File: src/rtl/mio_bus_ctrl.sv
// Memory/IO bus controller: routes CPU accesses to a synchronous data RAM or to on-chip
// registers (LED, switches, countdown timer) and returns read data with a one-cycle ready pulse.
module mio_bus_ctrl #(
  parameter int unsigned RAM_AW = 10
) (
  input  logic              clk,
  input  logic              rst,
  input  logic              cpu_mio,
  input  logic [31:0]       cpu_addr,
  input  logic [31:0]       cpu_wdata,
  input  logic              cpu_we,
  output logic [31:0]       cpu_rdata,
  output logic              mio_ready,
  output logic              int_out,
  output logic              ram_en,
  output logic              ram_we,
  output logic [RAM_AW-1:0] ram_addr,
  output logic [31:0]       ram_wdata,
  input  logic [31:0]       ram_rdata,
  input  logic [15:0]       sw_in,
  output logic [15:0]       led_out
);

  localparam logic [29:0] LedWord  = 30'h3C00_0000;
  localparam logic [29:0] SwWord   = 30'h3C00_0001;
  localparam logic [29:0] LoadWord = 30'h3C00_0002;
  localparam logic [29:0] CtrlWord = 30'h3C00_0003;

  typedef enum logic [1:0] {StIdle, StRamWait, StResp} state_e;

  state_e      state_q, state_d;
  logic [31:0] resp_q, resp_d;
  logic [15:0] led_q;
  logic [15:0] sw_meta_q, sw_sync_q;
  logic [31:0] load_q, count_q, count_d;
  logic        en_q, auto_q, pend_q, ie_q, pend_d;

  logic        is_ram;
  logic        reg_wr;
  logic        led_wr, load_wr, ctrl_wr;
  logic        expire;
  logic [31:0] reg_rdata;
  logic [29:0] word;
  logic        unused_addr;

  assign word        = cpu_addr[31:2];
  assign unused_addr = ^cpu_addr[1:0];
  assign is_ram      = (cpu_addr[31:RAM_AW+2] == '0);
  assign ram_addr    = cpu_addr[RAM_AW+1:2];
  assign ram_wdata   = cpu_wdata;

  always_comb begin
    reg_rdata = '0;
    if (word == LedWord)       reg_rdata = {16'h0, led_q};
    else if (word == SwWord)   reg_rdata = {16'h0, sw_sync_q};
    else if (word == LoadWord) reg_rdata = count_q;
    else if (word == CtrlWord) reg_rdata = {28'h0, ie_q, pend_q, auto_q, en_q};
  end

  always_comb begin
    state_d = state_q;
    resp_d  = resp_q;
    ram_en  = 1'b0;
    ram_we  = 1'b0;
    reg_wr  = 1'b0;
    unique case (state_q)
      StIdle: begin
        if (cpu_mio) begin
          if (is_ram) begin
            ram_en  = 1'b1;
            ram_we  = cpu_we;
            resp_d  = '0;
            state_d = cpu_we ? StResp : StRamWait;
          end else begin
            reg_wr  = cpu_we;
            resp_d  = cpu_we ? 32'h0 : reg_rdata;
            state_d = StResp;
          end
        end
      end
      StRamWait: begin
        resp_d  = ram_rdata;
        state_d = StResp;
      end
      StResp:  state_d = StIdle;
      default: state_d = StIdle;
    endcase
  end

  assign led_wr  = reg_wr && (word == LedWord);
  assign load_wr = reg_wr && (word == LoadWord);
  assign ctrl_wr = reg_wr && (word == CtrlWord);

  // A LOAD write overrides the decrement, so no expiry is seen on that edge.
  assign expire = en_q && (count_q == 32'd1) && !load_wr;

  always_comb begin
    count_d = count_q;
    if (load_wr) begin
      count_d = cpu_wdata;
    end else if (en_q && (count_q != 32'd0)) begin
      if (expire) count_d = auto_q ? load_q : 32'd0;
      else        count_d = count_q - 32'd1;
    end
  end

  // Expiry takes priority over a simultaneous write-1-to-clear.
  always_comb begin
    pend_d = pend_q;
    if (expire)                      pend_d = 1'b1;
    else if (ctrl_wr && cpu_wdata[2]) pend_d = 1'b0;
  end

  always_ff @(posedge clk or negedge rst) begin
    if (!rst) begin
      state_q   <= StIdle;
      resp_q    <= '0;
      led_q     <= '0;
      sw_meta_q <= '0;
      sw_sync_q <= '0;
      load_q    <= '0;
      count_q   <= '0;
      en_q      <= 1'b0;
      auto_q    <= 1'b0;
      pend_q    <= 1'b0;
      ie_q      <= 1'b0;
    end else begin
      state_q   <= state_d;
      resp_q    <= resp_d;
      sw_meta_q <= sw_in;
      sw_sync_q <= sw_meta_q;
      count_q   <= count_d;
      pend_q    <= pend_d;
      if (led_wr)  led_q  <= cpu_wdata[15:0];
      if (load_wr) load_q <= cpu_wdata;
      if (ctrl_wr) begin
        en_q   <= cpu_wdata[0];
        auto_q <= cpu_wdata[1];
        ie_q   <= cpu_wdata[3];
      end
    end
  end

  assign mio_ready = (state_q == StResp);
  assign cpu_rdata = mio_ready ? resp_q : 32'h0;
  assign int_out   = pend_q & ie_q;
  assign led_out   = led_q;

endmodule

File: config.mk
export PLATFORM = sky130hd
export DESIGN_NAME = mio_bus_ctrl
export DESIGN_NICKNAME = d
export VERILOG_FILES = /design/src/rtl/mio_bus_ctrl.sv
export SDC_FILE = /design/constraint.sdc
export NUM_CORES = 1
export LEC_CHECK = 0
export CAP_MARGIN = 20
export CORE_MARGIN = 1.5
export CORE_UTILIZATION = 55
export DETAILED_ROUTE_END_ITERATION = 16
export DONT_BUFFER_PORTS = 1
export PLACE_DENSITY = 0.75
export SETUP_SLACK_MARGIN = 0.2
export SYNTH_ARGS = -nofsm -noshare
export SYNTH_HDL_FRONTEND = slang
export SYNTH_SLANG_ARGS = --single-unit
export TNS_END_PERCENT = 1
File: constraint.sdc
create_clock -name clk -period 3.9 [get_ports clk]
set_input_delay 1.17 -clock clk [delete_from_list [all_inputs] [get_ports clk]]
set_output_delay 1.17 -clock clk [all_outputs]
set_load 0.01 [all_outputs]
==> metrics <==
status=finished, final reports clean; storage element area=3754 um2; multi-input logic area=3276 um2; Synth cell types=66; Layout area overhead=6.774%; Tcrit/Tclk final=roughly nine tenths; post-synthesis compound-gate area fraction=17.18%; Remaining DRCs=0; CTS tree=done; clock skew=9.853 ps; Final Hold Fails=0; Mapped Area=7574 um2; crit path time final=3556 ps; register area share after synthesis=49.56%; Die Y-Extent=roughly 120 um; Rows=42; Non-Filler Instances=between 900 and 1000; Core Footprint=about 13000 um2; Slew HR=a little over a quarter; Main synth FF type=dfrtp_1; Simple-Gate Fraction of Synth Area=between 10% and 20%; Placement Cell Area=7455 um2; M2 GR Usage=46.54%; io pins=210; PD cells=412.8 nW/um2; initial antenna violation count=0; Crit path max-delay family=simple AND/OR/NAND/NOR gates; final max-slew violation count=0; leading area contributor after synthesis=dfrtp_1; vias after detailed routing=5991; Post-Synth XOR/XNOR Area=1.487%; Sink Count=150; largest net degree at the start of global routing=151; hold_buf cts=0; Hold Path Class=reg -> reg; Max Cap Violations=0; element type at the critical path end=primary output; commonest non-fill, non-tap cells in the layout=dfrtp_1 (150), nand2_1 (120), o21ai_0 (69); setup_tns=0 ps; busiest grt layer=met2; clock buffer depth=2; clk root buf=clkbuf_16; Clk Latency, worst-skew pair=between 400 and 500 ps; synthesized flop and latch total=150; WL per Instance=21.58 um; first-pass detailed-route iteration total=5; global-route wire length before repair=31570 um; CTS buffer count=17; Slew @ Worst Pin=1092 ps; die area=between 10000 and 15000 um2; M3 GR Usage=8.160%; Critical Path RT=2730 ps; Crit path buffers/inverters=0; fmax=281.2 MHz; Reg clk slew, reported paths=~60 ps; Routability Congestion=~0.92; Syn Area/Cell=9.396 um2; vias in the first global route=approximately 6000; top-area cell type share of the netlist area=between 40% and 50%; Syn Inst Count=~800; ranking of synthesized cells by area=dfrtp_1 (50%), nand2_1 (5.9%), o21ai_0 (4.6%); post-route ant nets=0; Die Wd=120.3 um; share of layout cells above drive strength 1=10.94%; Post-synth EDFFs=0; Crit-path slowest cell=nor4_1; H-Tree Depth=4; number of buffers added on ports=0; asr flop ratio synth=between 90% and 100%; Initial Utilization=56.74%; worst-path maximum fanout=3; peak supply drop=0.2417 mV; drt via density=6.346; HPWL after detailed placement=14310 um; critical path class=in -> out; final setup fails=0; Leak Pwr=0.003601 uW; mux cell area share after synthesis=4.824%; leading cell type in the layout, fill and taps excluded=dfrtp_1; largest family of logic cells by synthesized area=simple AND/OR/NAND/NOR gates; CP Cell Sequence=nor4_1 -> nand4_1 -> nor2_2 -> nor4bb_2 -> and2_1; slowest stage delay, CP=roughly 280 ps; fill count=1118; RSZ-0062 raised after global routing=no; Total Wirelength=20370 um; Final nets=873; M1 GR Usage=37.01%; cell area after layout=slightly above 8000 um2; syn nets=around 900; Synth warnings=0; placed insts=about 900; diodes inserted=0; Synth Area in Adders=0.3304%; Initial DRC Count=a little over 600; Total Routing Usage GR=28.97%; global route overflow=0; crit path launch type=input port; WP data arrival=2390 ps
==> report_power, final <==
group	switching, uW	internal, uW	leakage [uW]
Clock	661	1050	0.000304
Sequential	5.99	1570	0.00191
Combinational	31.4	19.7	0.00139
==> state kept, by name, summed over array words and instances (netlist names) <==
name       cells
load_q        32
sw_meta_q     16
sw_sync_q     16
auto_q         1
count_q       32
led_out       16
resp_q        32
pend_q         1
state_q        2
en_q           1
ie_q           1
==> metrics by stage <==
stage / hold slack [ps] / utilization (%) / power (uW) / setup slack, ps
2_1_floorplan: 331.2 / - / 1692 / 297.0
3_3_place_gp: 333.2 / 55.85 / 1655 / 293.5
3_5_place_dp: 334.7 / 55.85 / 1658 / 247.0
4_1_cts: 348.6 / 60.51 / 3354 / 237.2
5_1_grt: 356.2 / 60.58 / 3424 / 231.9
6_report: 346.9 / 60.58 / 3338 / 344.3
==> synthesized netlist by cell type (15+ instances only) <==
cell / number
dfrtp_1: 150
nand2_1: 120
a21oi_1: 44
inv_1: 20
nor4_1: 15
a22oi_1: 37
and2_1: 39
buf_4: 43
nor2_1: 49
clkbuf_1: 38
mux2_2: 20
o21ai_0: 70
==> what timing repair did <==
item | 4_1_cts | 5_1_grt
endpoints found under the hold margin | 0 | 0
resized for setup | 0 | 1
setup buffers | 0 | 1
setup endpoints to repair | 0 | 2
==> worst reg2reg max path, stage by stage (launching register included) <==
cell	delay, ps
dfrtp_1	450
inv_1	110
ha_1	390
nor4b_1	310
nand4_1	440
o21ai_2	590
buf_4	300
a21oi_1	60
o311ai_0	300
o21a_1	170
==> cells by family after synthesis <==
family | after synthesis
adder cells (fa/ha/maj) | 2
buffers and inverters | 107
XOR/XNOR | 12
multiplexers | 34
flip-flops | 150
AND/OR/NAND/NOR | 294
AO/OA/AOI/OAI | 207
==> final cells by class <==
cell class | count | share of cell area (%)
Clock buffer | 19 | 5.601
Multi-Input combinational cell | 549 | 40.51
Tap cell | 176 | 2.723
Sequential cell | 150 | 46.42
Clock inverter | 13 | 2.089
Timing Repair Buffer | 17 | 1.733
Inverter | 20 | 0.9284
==> final timing paths <==
check	from	to	slack (ps)	depth (start not counted)
worst max-delay path	cpu_addr[25]	ram_we	340	5
worst min-delay path	sw_meta_q[9]$_DFF_PN0_	sw_sync_q[9]$_DFF_PN0_	350	0
worst max register to register	count_q[0]$_DFFE_PN0P_	count_q[5]$_DFFE_PN0P_	730	9
worst min register to register	sw_meta_q[9]$_DFF_PN0_	sw_sync_q[9]$_DFF_PN0_	350	0
max in group asynchronous	rst	load_q[10]$_DFFE_PN0P_	3190	0
min in group asynchronous	rst	sw_sync_q[9]$_DFF_PN0_	430	0
==> per-layer routing <==
layer,wire length [um],part of all wire [%]
met3,1935,9.5
met1,8064,40
met5,0,0
met2,9696,48
met4,676,3.3
Note: power is estimated with default switching activity, not from simulation.
